**src/rtl/video_timing_gen.sv**
```systemverilog
`default_nettype none
// +----------------------------------------------------------------------+
// | video_timing_gen: parametrised raster timing with delayed DE/HS/VS     |
// | Revision: 1.0                                                          |
// +----------------------------------------------------------------------+
module video_timing_gen #(
  parameter int   W        = 12,
  parameter int   H_ACTIVE = 640,
  parameter int   H_FP     = 16,
  parameter int   H_SYNC   = 96,
  parameter int   H_BP     = 48,
  parameter int   V_ACTIVE = 480,
  parameter int   V_FP     = 10,
  parameter int   V_SYNC   = 2,
  parameter int   V_BP     = 33,
  parameter logic HS_POL   = 1'b0,
  parameter logic VS_POL   = 1'b0,
  parameter int   DELAY    = 5
) (
  input  logic         clk_i,
  input  logic         rst_n_i,
  input  logic         en_i,
  output logic [W-1:0] x_o,
  output logic [W-1:0] y_o,
  output logic         active_o,
  output logic         vblank_o,
  output logic         sof_o,
  output logic         eol_o,
  output logic [7:0]   frame_cnt_o,
  output logic         de_o,
  output logic         hs_o,
  output logic         vs_o
);

  localparam logic [31:0] c_H_TOTAL  = 32'(H_ACTIVE + H_FP + H_SYNC + H_BP);
  localparam logic [31:0] c_V_TOTAL  = 32'(V_ACTIVE + V_FP + V_SYNC + V_BP);
  localparam logic [31:0] c_H_ACT    = 32'(H_ACTIVE);
  localparam logic [31:0] c_V_ACT    = 32'(V_ACTIVE);
  localparam logic [31:0] c_HS_START = 32'(H_ACTIVE + H_FP);
  localparam logic [31:0] c_HS_END   = 32'(H_ACTIVE + H_FP + H_SYNC);
  localparam logic [31:0] c_VS_START = 32'(V_ACTIVE + V_FP);
  localparam logic [31:0] c_VS_END   = 32'(V_ACTIVE + V_FP + V_SYNC);
  localparam logic [32:0] c_CNT_SPAN = 33'(1) << W;

  if ({1'b0, c_H_TOTAL} > c_CNT_SPAN) begin : g_bad_h_total
    $error("video_timing_gen: H_TOTAL exceeds 2^W");
  end
  if ({1'b0, c_V_TOTAL} > c_CNT_SPAN) begin : g_bad_v_total
    $error("video_timing_gen: V_TOTAL exceeds 2^W");
  end
  if ((DELAY < 1) || (DELAY > 8)) begin : g_bad_delay
    $error("video_timing_gen: DELAY must be within 1..8");
  end

  logic [W-1:0] r_h;
  logic [W-1:0] r_v;
  logic [7:0]   r_frame_cnt;
  logic [31:0]  w_h32;
  logic [31:0]  w_v32;
  logic         w_h_last;
  logic         w_v_last;
  logic         w_active;
  logic         w_hs_raw;
  logic         w_vs_raw;
  logic [2:0]   r_pipe [DELAY];

  assign w_h32    = 32'(r_h);
  assign w_v32    = 32'(r_v);
  assign w_h_last = (w_h32 == c_H_TOTAL - 32'd1);
  assign w_v_last = (w_v32 == c_V_TOTAL - 32'd1);

  assign w_active = en_i && (w_h32 < c_H_ACT) && (w_v32 < c_V_ACT);
  assign w_hs_raw = en_i && (w_h32 >= c_HS_START) && (w_h32 < c_HS_END);
  assign w_vs_raw = en_i && (w_v32 >= c_VS_START) && (w_v32 < c_VS_END);

  // Disabling snaps the raster back to the origin so re-enable starts a fresh frame.
  always_ff @(posedge clk_i or negedge rst_n_i) begin
    if (!rst_n_i) begin
      r_h         <= '0;
      r_v         <= '0;
      r_frame_cnt <= '0;
    end else if (!en_i) begin
      r_h <= '0;
      r_v <= '0;
    end else if (w_h_last) begin
      r_h <= '0;
      if (w_v_last) begin
        r_v         <= '0;
        r_frame_cnt <= r_frame_cnt + 8'd1;
      end else begin
        r_v <= r_v + W'(1);
      end
    end else begin
      r_h <= r_h + W'(1);
    end
  end

  always_ff @(posedge clk_i or negedge rst_n_i) begin
    if (!rst_n_i) begin
      r_pipe[0] <= '0;
    end else begin
      r_pipe[0] <= {w_active, w_hs_raw, w_vs_raw};
    end
  end

  for (genvar i = 1; i < DELAY; i++) begin : g_stage
    always_ff @(posedge clk_i or negedge rst_n_i) begin
      if (!rst_n_i) begin
        r_pipe[i] <= '0;
      end else begin
        r_pipe[i] <= r_pipe[i-1];
      end
    end
  end

  assign x_o         = r_h;
  assign y_o         = r_v;
  assign active_o    = w_active;
  assign vblank_o    = (w_v32 >= c_V_ACT);
  assign sof_o       = en_i && (r_h == '0) && (r_v == '0);
  assign eol_o       = en_i && w_h_last;
  assign frame_cnt_o = r_frame_cnt;

  // Pipe stores "in sync" as 1; polarity is applied only at the pins.
  assign de_o = r_pipe[DELAY-1][2];
  assign hs_o = r_pipe[DELAY-1][1] ~^ HS_POL;
  assign vs_o = r_pipe[DELAY-1][0] ~^ VS_POL;

endmodule
`default_nettype wire

```
**config.mk**
```make
export PLATFORM = sky130hd
export DESIGN_NAME = video_timing_gen
export DESIGN_NICKNAME = d
export VERILOG_FILES = /design/src/rtl/video_timing_gen.sv
export SDC_FILE = /design/constraint.sdc
export NUM_CORES = 1
export LEC_CHECK = 0
export CAP_MARGIN = 20
export CORE_MARGIN = 8
export CORE_UTILIZATION = 25
export DETAILED_ROUTE_END_ITERATION = 10
export PLACE_DENSITY = 0.55
export SLEW_MARGIN = 5
export SYNTH_ARGS = -nofsm -noshare
export SYNTH_HDL_FRONTEND = slang
export SYNTH_SLANG_ARGS = --single-unit
```
**constraint.sdc**
```tcl
create_clock -name clk_i -period 1.7 [get_ports clk_i]
set_input_delay 0.34 -clock clk_i [delete_from_list [all_inputs] [get_ports clk_i]]
set_output_delay 0.34 -clock clk_i [all_outputs]
set_load 0.005 [all_outputs]
```
# == Word-level counts from Yosys, hierarchy flattened ==
# Index checks and enable logic that the tools add are counted.
# classes
bitwise,2
add_sub_neg,3
eq_ne,3
n_lt_le_gt_ge,7
n_reduce_logical,12
muxes,5
# op_table
cell,n
$mux 12,5
$add 12x1->12 const B,2
$eq 12x10->1 const B,2
$ge 12x9->1 const B,2
$logic_not 12->1,2
$lt 12x10->1 const B,2
$lt 12x9->1 const B,2
$ge 12x10->1 const B,1
$logic_and 1x1->1,9
$add 8x1->8 const B,1
$reduce_and 3->1,1
$ne 2x1->1 const B,1
$not 1->1,2
# word_totals
wordCells,40
register_bits,47
out_inout_bits,39
input_bits,3

# == Longest topological paths before layout ==
# Gate-level depths: netlist of run 1.
# depth
depth_word,4
depth_mapped,8
depth_no_buf,6

# == Worst setup path before layout of run 1 ==
# No wires, ideal clock.
# synth_timing
kind,register -> output
startpoint,"reg r_h[0], in the netlist x_o[0]"
endpoint,out eol_o
path_buffers,3
stages_incl_launch_ff,7
arrival_ps,1410
slack_ps,-50
required_time_ps,1360
cell_sequence,dfrtp_1 > ha_1 > and3_1 > buf_2 > and4_1 > buf_4 > buf_6
# synth_via
elab_chain_len,2
# synth_lines
element,line,rtl
from (decl),55,logic [W-1:0] r_h;
from (signal assigned),94,r_h <= r_h + W'(1);
$eq 12x10->1,69,assign w_h_last = (w_h32 == c_H_TOTAL - 32'd1);
$logic_and 1x1->1,121,assign eol_o = en_i && w_h_last;
to (decl),28,"output logic eol_o,"
# Every way passes these cells.

# == Final worst setup path of run 1 ==
# layout_timing
startpoint,"reg r_v[8], in the netlist y_o[8]"
endpoint,out sof_o
# layout_via
elab_chain_len,2
# layout_lines
element,line,rtl
from (decl),56,logic [W-1:0] r_v;
from (signal assigned),91,r_v <= r_v + W'(1);
$logic_not 12->1,120,assign sof_o = en_i && (r_h == '0) && (r_v == '0);
$logic_and 1x1->1,120,
to (decl),27,"output logic sof_o,"
# Every way passes these cells.

==> metrics.md, run 1 <==
| Metric | Value |
|---|---|
| Status | complete, but fails checks |
| Failing checks | setup timing |
| Area occupied by multi-input gates | 0.00132 sq mm |
| RSZ-0062 raised after global routing | yes |
| Worst path max stage delay | 400 ps |
| Leakage power | 2.07 nW |
| I/O pins | 42 |
| 1st-pass router iterations | 4 |
| Synthesized area | 0.00236 sq mm |
| Final Cycle Share | 116% |
| Final wirelength | 6890 um |
| Core Box Area | 0.00920 sq mm |
| Grt met2 use | 16.8% |
| Req. time, crit path | 1360 ps |
| Cells along the critical path | buf_4 -> nor4_4 -> nand2_1 -> nor3_2 -> buf_2 |
| FF+latch area | 0.00118 sq mm |
| CP Launch Type | flip-flop |
| Most used routing layer | met2 |
| Cell accounting for the most synthesized area | dfrtp_1 |
| Overall die area | 0.0128 sq mm |
| Async set or reset register ratio after synthesis | 100% |
| Via density | 4.76 |
| Placed inst area | 0.00325 sq mm |
| Antenna Cells | 0 |
| Final routed DRC violation total | 0 |
| Crit-path slowest cell | dfrtp_1 |
| Final core occ | 43.3% |
| First-pass GRT wire length | 10900 um |
| Drt first-iter violations | 120 |
| Crit Path Category | reg2out |
| Tightest Pin Transition | 293 ps |
| WP data arrival | 1630 ps |
| Netlist cell types | 41 |
| Antenna viol nets, final | 0 |
| Number of global-route vias before repair | 2166 |
| Total track usage | 10.5% |
| # nets final | 348 |
| Top post-synthesis cells by area | dfrtp_1, nand3_1, xor2_1 |
| Site Rows | 35 |
| Worst Skew | 7.35 ps |
| Die span in x | 113 um |
| Number of fill cells | 910 |
| Met3 Usage GRT | 2.77% |
| Critical Path End Type | primary output |
| Count leader, synth | dfrtp_1 |
| Rel. slew slack | 80.4% |
| Final min period | 1970 ps |
| Vias | 2147 |
| Seq cells post-synth | 47 |
| Slew Viols, Final | 0 |
| Critical path startpoint | y_o[8]$_DFFE_PN0P_ |
| Post-synth top cells | dfrtp_1, nand3_1, nand2_1 |
| CTS tree | yes |
| Cells after synthesis | 224 |
| Final hold slack | 13.2 ps |
| CP max FO | 2 |
| CP top delay family | simple AND/OR/NAND/NOR gates |
| Layout cell share with drive strength beyond 1 | 42.1% |
| Area grow syn2layout | 68.7% |
| DPL Wire Length | 4530 um |
| Post-synth top flop | dfrtp_1 |
| VDD IR-drop max | 0.315 mV |
| Maxcap violations | 0 |
| Worst path bufs/invs | 2 |
| # port buffers | 41 |
| Syn nets | 233 |
| Synthesized area per cell | 10.5 sq um |
| Final hold viol count | 0 |
| Post-detailed-route wirelength per cell | 15.3 um |
| CTS buffer count | 5 |
| Largest net degree at the start of global routing | 48 |
| Fin Setup TNS | -977 ps |
| R2r startpoint | x_o[6]$_DFF_PN0_ |
| Initial antenna violation count | 0 |
| Register area share after synthesis | 49.8% |
| Die height | 113 um |
| Setup violators final | 18 |
| Clock Latency Late Sink | 300 ps |
| Worst-path clk slew | 90 ps |
| Met1 usage | 13.5% |
| Clock root buffer | clkbuf_8 |
| Initial Utilization | 25.7% |
| Syn. warnings | 0 |
| Fmax | 507 MHz |
| GRT overflow | 0 |
| Post-synth EDFFs | 0 |
| Htree depth | 2 |
| Cell Pwr Density | 540 mW/mm^2 |
| Share of Yosys cell area claimed by the top area cell type | 49.8% |
| Final worst slack | -271 ps |
| Max Root-Sink Buffers | 2 |
| Final Power | 2.15 mW |
| Final Cell Area | 0.00398 sq mm |
| Hold crit path type | in2async |
| Global placer's final weighted congestion | 0.808 |
| R2R Setup Slk | -100 ps |
| Total clock sinks | 47 |
## path summary, 6_finish.rpt
check / cells past startpoint / to
max: 5 / sof_o
min: 2 / r_pipe[1]$_DFF_PN0_
max reg2reg: 6 / frame_cnt_o[1]$_DFFE_PN0P_
min reg2reg: 0 / de_o$_DFF_PN0_
max in group asynchronous: 2 / frame_cnt_o[1]$_DFFE_PN0P_
min in group clk_i: 0 / de_o$_DFF_PN0_
## layer usage
layer | wire length [um] | vias up
met1 | 3170 | 1060
met3 | 322 | 6
met5 | 0 | -
met2 | 3320 | 50
met4 | 72 | 0
li1 | - | 1031
## area by class of cell
cell class / instances / share of cell area (%)
Multi-Input combinational cell: 154 / 33.1
Timing Repair Buffer: 120 / 29.8
Sequential cell: 47 / 29.6
Tap cell: 111 / 3.49
Clock buffer: 6 / 2.07
Inverter: 11 / 1.04
Clock inverter: 2 / 0.880
## cells by family after synthesis
logic type	synth area share, %
compound gates	6.36
mux	0.477
flops	49.8
simple gates	28.8
fa+ha+maj	3.18
xor+xnor	5.94
buf+inv	5.36
## placed cells by master, fill, tap and decap left out, types with 4 or more instances in the layout
| cell | n |
|---|---|
| buf_4 | 44 |
| buf_6 | 31 |
| clkbuf_8 | 6 |
| clkdlybuf4s50_1 | 17 |
| dfrtp_1 | 45 |
| dlygate4sd2_1 | 8 |
| dlymetal6s2s_1 | 11 |
| ha_1 | 4 |
| inv_1 | 10 |
| nand2_1 | 10 |
| nand2_2 | 6 |
| nand3_1 | 17 |
| nand3_2 | 4 |
| nand4_1 | 12 |
| nor2_1 | 8 |
| nor2_4 | 7 |
| nor3_1 | 6 |
| nor4_4 | 5 |
| o211ai_1 | 7 |
| o21ai_1 | 4 |
| xor2_1 | 12 |
## state kept, by name (all words and copies together) (netlist names)
signal	flops
de_o	1
frame_cnt_o	8
r_pipe	14
x_o	12
y_o	12
## what timing repair did
| item | in CTS | in global routing |
|---|---|---|
| hold buffers | 0 | 0 |
| setup endpoints to repair | 25 | 50 |
| pin swaps | 21 | 25 |
| gates resized for setup | 69 | 73 |
| setup buffers | 17 | 13 |
| cloned | 1 | 1 |
## power breakdown
part           switching, mW  internal (mW)
combinational         0.0784         0.0782
sequential           0.00594           1.13
clock                  0.384          0.476
total                  0.468           1.68
## through the flow
stage / worst slack (ps) / cells
floorplan: -14.0 / 224
global placement: -478 / 417
detailed placement: -467 / 417
CTS: -274 / 442
global route: -379 / 451
finish: -271 / 451
Power figures use the tool's default switching activity.
==> run 2, diff against run 1 <==
- PLACE_DENSITY: 0.55 -> 0.54
- clock period: 1.7 -> 2 ns (I/O delays scaled with it)
==> run 2 against run 1 <==
  * The run still ends with setup timing left
  * First-iteration DRC count is 15% lower
  * Cell area fell by 13%
  * Worst setup slack improved by 260 ps
  * Clock skew increased by 5.3 ps
  * Global-route usage down 0.059 points
  * Via count decreased by 4.6%
  * Utilization fell by 5.7 points
  * Combinational power decreased by 32%
  * Hold slack better by 56 ps
  * Sequential power decreased by 15%
  * Clock-buffer cell count unchanged
  * Critical path depth up 1
  * Largest power group unchanged
  * Highest routed layer unchanged
==> metrics.md, run 2 (synthesis gave the netlist of run 1 again) <==
| Metric | Value |
|---|---|
| Req. time, crit path | 1600 ps |
| Most common cell after layout, fill and taps aside | buf_4 |
| Final min period | 2010 ps |
| Htree depth | 2 |
| Top reg by flops | r_pipe |
| R2R Setup Slk | 120 ps |
| Vias | 2048 |
| Grt met2 use | 16.3% |
| Worst Skew | 12.6 ps |
| VDD IR-drop max | 0.441 mV |
| Site Rows | 35 |
| R2r startpoint | y_o[8]$_DFFE_PN0P_ |
| Via density | 4.72 |
| Worst path max stage delay | 380 ps |
| CTS buffer count | 5 |
| Status | complete, but fails checks |
| Final Cycle Share | 100% |
| Worst R2R Path Depth | 11 |
| Commonest cells after routing, fill and taps aside | buf_4, dfrtp_1, clkdlybuf4s50_1 |
| Final Cell Area | 0.00346 sq mm |
| Met1 usage | 13.1% |
| Failing checks | setup timing |
| Initial antenna violation count | 0 |
| Core Box Area | 0.00920 sq mm |
| Met3 Usage GRT | 3.25% |
| Die height | 113 um |
| # port buffers | 41 |
| Overall die area | 0.0128 sq mm |
| Final wirelength | 6400 um |
| Placed inst area | 0.00319 sq mm |
| DPL Wire Length | 4610 um |
| CTS tree | yes |
| Total track usage | 10.4% |
| Layout cell share with drive strength beyond 1 | 29.4% |
| Drt first-iter violations | 102 |
| First-pass GRT wire length | 10700 um |
| Rel. slew slack | 65.1% |
| Cell Pwr Density | 506 mW/mm^2 |
| Cells along the critical path | inv_1 -> ha_2 -> nor4b_4 -> nand4_1 -> nor3_2 -> buf_2 |
| Critical Path End Type | primary output |
| CP Launch Type | flip-flop |
| Final hold viol count | 0 |
| Post-placement cell count | 413 |
| Maxcap violations | 0 |
| 1st-pass router iterations | 4 |
| Tightest Pin Transition | 524 ps |
| Clock root buffer | clkbuf_8 |
| Most used routing layer | met2 |
| Non-filler cells, final | 434 |
| # nets final | 332 |
| Crit-path slowest cell | dfrtp_1 |
| Clock Latency Late Sink | 300 ps |
| Worst-path clk slew | 90 ps |
| Initial Utilization | 25.7% |
| Max reg flops | 14 |
| Number of global-route vias before repair | 2100 |
| Antenna Cells | 0 |
| I/O pins | 42 |
| Total clock sinks | 47 |
| RSZ-0062 raised after global routing | yes |
| GRT overflow | 0 |
| Final routed DRC violation total | 0 |
| Post-detailed-route wirelength per cell | 14.7 um |
| Area grow syn2layout | 46.7% |
| Crit Path Category | reg2out |
| Pre-CTS setup slack | -335 ps |
| CP max FO | 2 |
| Leakage power | 1.60 nW |
| Largest net degree at the start of global routing | 25 |
| Hold crit path type | in2async |
| Worst flop-to-flop path endpoint | y_o[9]$_DFFE_PN0P_ |
| Max Root-Sink Buffers | 2 |
| Final hold slack | 69.1 ps |
| Fmax | 498 MHz |
| Number of fill cells | 930 |
| Global placer's final weighted congestion | 0.810 |
| WP data arrival | 1610 ps |
| Final worst slack | -8.47 ps |
| Die span in x | 113 um |
| Critical path startpoint | x_o[1]$_DFF_PN0_ |
| Antenna viol nets, final | 0 |
| Slew Viols, Final | 0 |
| Setup violators final | 1 |
[run 2: worst max-delay path by stage]
stage          cells after the start     to  slack [ps]
6_report                           6  sof_o          -8
4_1_cts                            5  sof_o        -160
3_3_place_gp                       4  sof_o        -310
2_1_floorplan                      6  eol_o         190
3_5_place_dp                       4  sof_o        -340
5_1_grt                            6  sof_o        -120
[run 2: report_power, final]
part	internal (mW)	switching (mW)
sequential	0.959	0.00440
clock	0.367	0.312
combinational	0.0487	0.0587
[run 2: area by class of cell]
| cell class | count | area, sq um | share of cell area [%] |
|---|---|---|---|
| Timing Repair Buffer | 104 | 878 | 25.4 |
| Inverter | 11 | 41.3 | 1.19 |
| Tap cell | 111 | 139 | 4.01 |
| Sequential cell | 47 | 1180 | 34.0 |
| Clock buffer | 6 | 72.6 | 2.10 |
| Multi-Input combinational cell | 154 | 1120 | 32.5 |
| Clock inverter | 1 | 30.0 | 0.868 |
[run 2: timing repair]
action | CTS | global route
setup buffers | 13 | 3
hold buffers | 0 | 0
pin swaps | 4 | 7
resized for setup | 18 | 15
setup endpoints to repair | 4 | 5
[run 2: worst max-delay path: cells and delay by family, from the launching register on]
family        cells  cell delay (ps)
simple gates      3              570
fa+ha+maj         1              150
flops             1              380
buf+inv           2              210
[run 2: stage by stage]
step	TNS, ps	power (mW)	util (%)
2_1_floorplan	0	1.01	-
3_3_place_gp	-913	1.08	34.7
3_5_place_dp	-1130	1.08	34.7
4_1_cts	-156	1.78	37.0
5_1_grt	-127	1.86	37.6
6_report	-8.47	1.75	37.6
[run 2: routing by layer]
metal	share of wire [%]	wire length, um
met5	0	0
met4	1.9	121
met3	5.7	365
met2	46	2970
met1	46	2940
==> run 3, diff against run 2 <==
- PLACE_DENSITY: 0.54 -> default
==> run 3 against run 2 <==
  * The run still ends with setup timing left
  * Clock skew grew 1.2 ps
  * First-iteration DRC count shrank 19%
  * Final cell count shrank 0.69%
  * Worst setup slack lost 32 ps
  * Die area is the same
  * Hold slack lost 19 ps
  * Cell area grew 1.0%
  * Utilization grew 0.39 points
  * Sequential share of layout area shrank 0.35 points
  * Clock-buffer cell count shrank 1
  * Global-route usage shrank 0.34 points
  * Register-to-register slack lost 30 ps
  * Critical path type unchanged
==> metrics.md, run 3 (synthesis gave the netlist of run 1 again) <==
| Metric | Value |
|---|---|
| Placed inst area | 0.00321 sq mm |
| Post-detailed-route wirelength per cell | 14.4 um |
| Initial antenna violation count | 0 |
| First-pass GRT wire length | 10400 um |
| Final min period | 2040 ps |
| Final Cycle Share | 102% |
| Drt first-iter violations | 83 |
| CP Launch Type | flip-flop |
| Leakage power | 1.59 nW |
| Die span in x | 113 um |
| Hold crit path type | in2async |
| Cells along the critical path | buf_6 -> nor4_4 -> nand2_1 -> nor3_2 -> buf_2 |
| Via density | 4.64 |
| Crit-path slowest cell | dfrtp_1 |
| # port buffers | 41 |
| Total track usage | 10.1% |
| Pre-CTS setup slack | -376 ps |
| Total clock sinks | 47 |
| Fmax | 490 MHz |
| CTS tree | yes |
| Max Root-Sink Buffers | 2 |
| Number of fill cells | 909 |
| Largest net degree at the start of global routing | 27 |
| Setup violators final | 1 |
| Final routed DRC violation total | 0 |
| Antenna Cells | 0 |
| VDD IR-drop max | 0.429 mV |
| Vias | 1999 |
| Final Cell Area | 0.00350 sq mm |
| Clock root buffer | clkbuf_8 |
| Overall die area | 0.0128 sq mm |
| Slew Viols, Final | 0 |
| WP data arrival | 1640 ps |
| GRT overflow | 0 |
| Status | complete, but fails checks |
| Final hold viol count | 0 |
| Crit Path Category | reg2out |
| Rel. slew slack | 65.7% |
| Die height | 113 um |
| Htree depth | 2 |
| Final worst slack | -40.8 ps |
| # nets final | 328 |
| 1st-pass router iterations | 4 |
| Top reg by flops | r_pipe |
| Number of global-route vias before repair | 2099 |
| Maxcap violations | 0 |
| Worst path max stage delay | 400 ps |
| Cell Pwr Density | 541 mW/mm^2 |
| # hold bufs at CTS | 0 |
| Global placer's final weighted congestion | 0.846 |
| Most common cell after layout, fill and taps aside | buf_4 |
| Final wirelength | 6200 um |
| Critical Path End Type | primary output |
| Req. time, crit path | 1600 ps |
| RSZ-0062 raised after global routing | yes |
| Commonest cells after routing, fill and taps aside | buf_4, dfrtp_1, clkdlybuf4s50_1 |
| Tightest Pin Transition | 515 ps |
| Core Box Area | 0.00920 sq mm |
| Initial Utilization | 25.7% |
| Antenna viol nets, final | 0 |
| Clock Latency Late Sink | 310 ps |
| Worst Skew | 13.8 ps |
| I/O pins | 42 |
| Area occupied by multi-input gates | 0.00110 sq mm |
| Worst-path clk slew | 100 ps |
| Failing checks | setup timing |
| CTS buffer count | 5 |
| Final Power | 1.89 mW |
| Max reg flops | 14 |
| Layout cell share with drive strength beyond 1 | 28.7% |
| Area grow syn2layout | 48.2% |
| Fin Setup TNS | -40.8 ps |
| Site Rows | 35 |
| DPL Wire Length | 4460 um |
| CP max FO | 2 |
| FF+latch area | 0.00118 sq mm |
| Final hold slack | 50.5 ps |
-- run 3: changes by cell type in the layout (fill, tap and decap cells not counted), sizes merged --
cell / change
buf: -4
bufinv: +1
clkbuf: -2
clkdlybuf4s15: +1
clkinvlp: +1
-- run 3: path summary, 6_finish.rpt --
kind / start / endpoint / slack, ps / cells past startpoint
max in group asynchronous: rst_n_i / frame_cnt_o[1]$_DFFE_PN0P_ / 1420 / 2
setup / recovery: y_o[5]$_DFFE_PN0P_ / sof_o / -40 / 5
hold reg to reg: r_pipe[3]$_DFF_PN0_ / r_pipe[0]$_DFF_PN0_ / 350 / 0
min in group clk_i: r_pipe[3]$_DFF_PN0_ / r_pipe[0]$_DFF_PN0_ / 350 / 0
setup reg to reg: y_o[5]$_DFFE_PN0P_ / frame_cnt_o[6]$_DFFE_PN0P_ / 90 / 7
hold / removal: rst_n_i / r_pipe[1]$_DFF_PN0_ / 50 / 1
-- run 3: per-layer routing --
metal | track usage, % | wire length [um]
met5 | 0 | 0
met4 | 5.06 | 184
met3 | 2.50 | 293
met2 | 16.9 | 3080
met1 | 11.7 | 2640
-- run 3: stage by stage --
step	instances	utilization, %
floorplan	224	-
global placement	413	34.9
detailed placement	413	34.9
CTS	430	37.4
global route	431	38.0
finish	431	38.0
-- run 3: layout make-up --
| type | count | area share [%] |
|---|---|---|
| sequential | 47 | 33.6 |
| multi-input combinational | 154 | 31.6 |
| timing repair buffer | 100 | 25.8 |
| tap | 111 | 3.97 |
| clock buffer | 5 | 1.97 |
| clock inverter | 3 | 1.93 |
| inverter | 11 | 1.18 |
-- run 3: critical path: cells and delay by family, from the launching register on --
kind / cells / cell delay [ps]
buffers and inverters: 2 / 280
flip-flops: 1 / 400
AND/OR/NAND/NOR: 3 / 670
-- run 3: report_power, final --
group,switching [mW],internal (mW),total (mW)
clock network,0.334,0.499,0.833
logic,0.0532,0.0426,0.0958
registers,0.00404,0.959,0.963
-- run 3: what timing repair did --
action / 4_1_cts / 5_1_grt
resized for setup: 16 / 16
pin swaps: 4 / 11
cloned: 0 / 0
setup buffers: 9 / 2
endpoints found under the setup margin: 4 / 9
hold endpoints to repair: 0 / 0
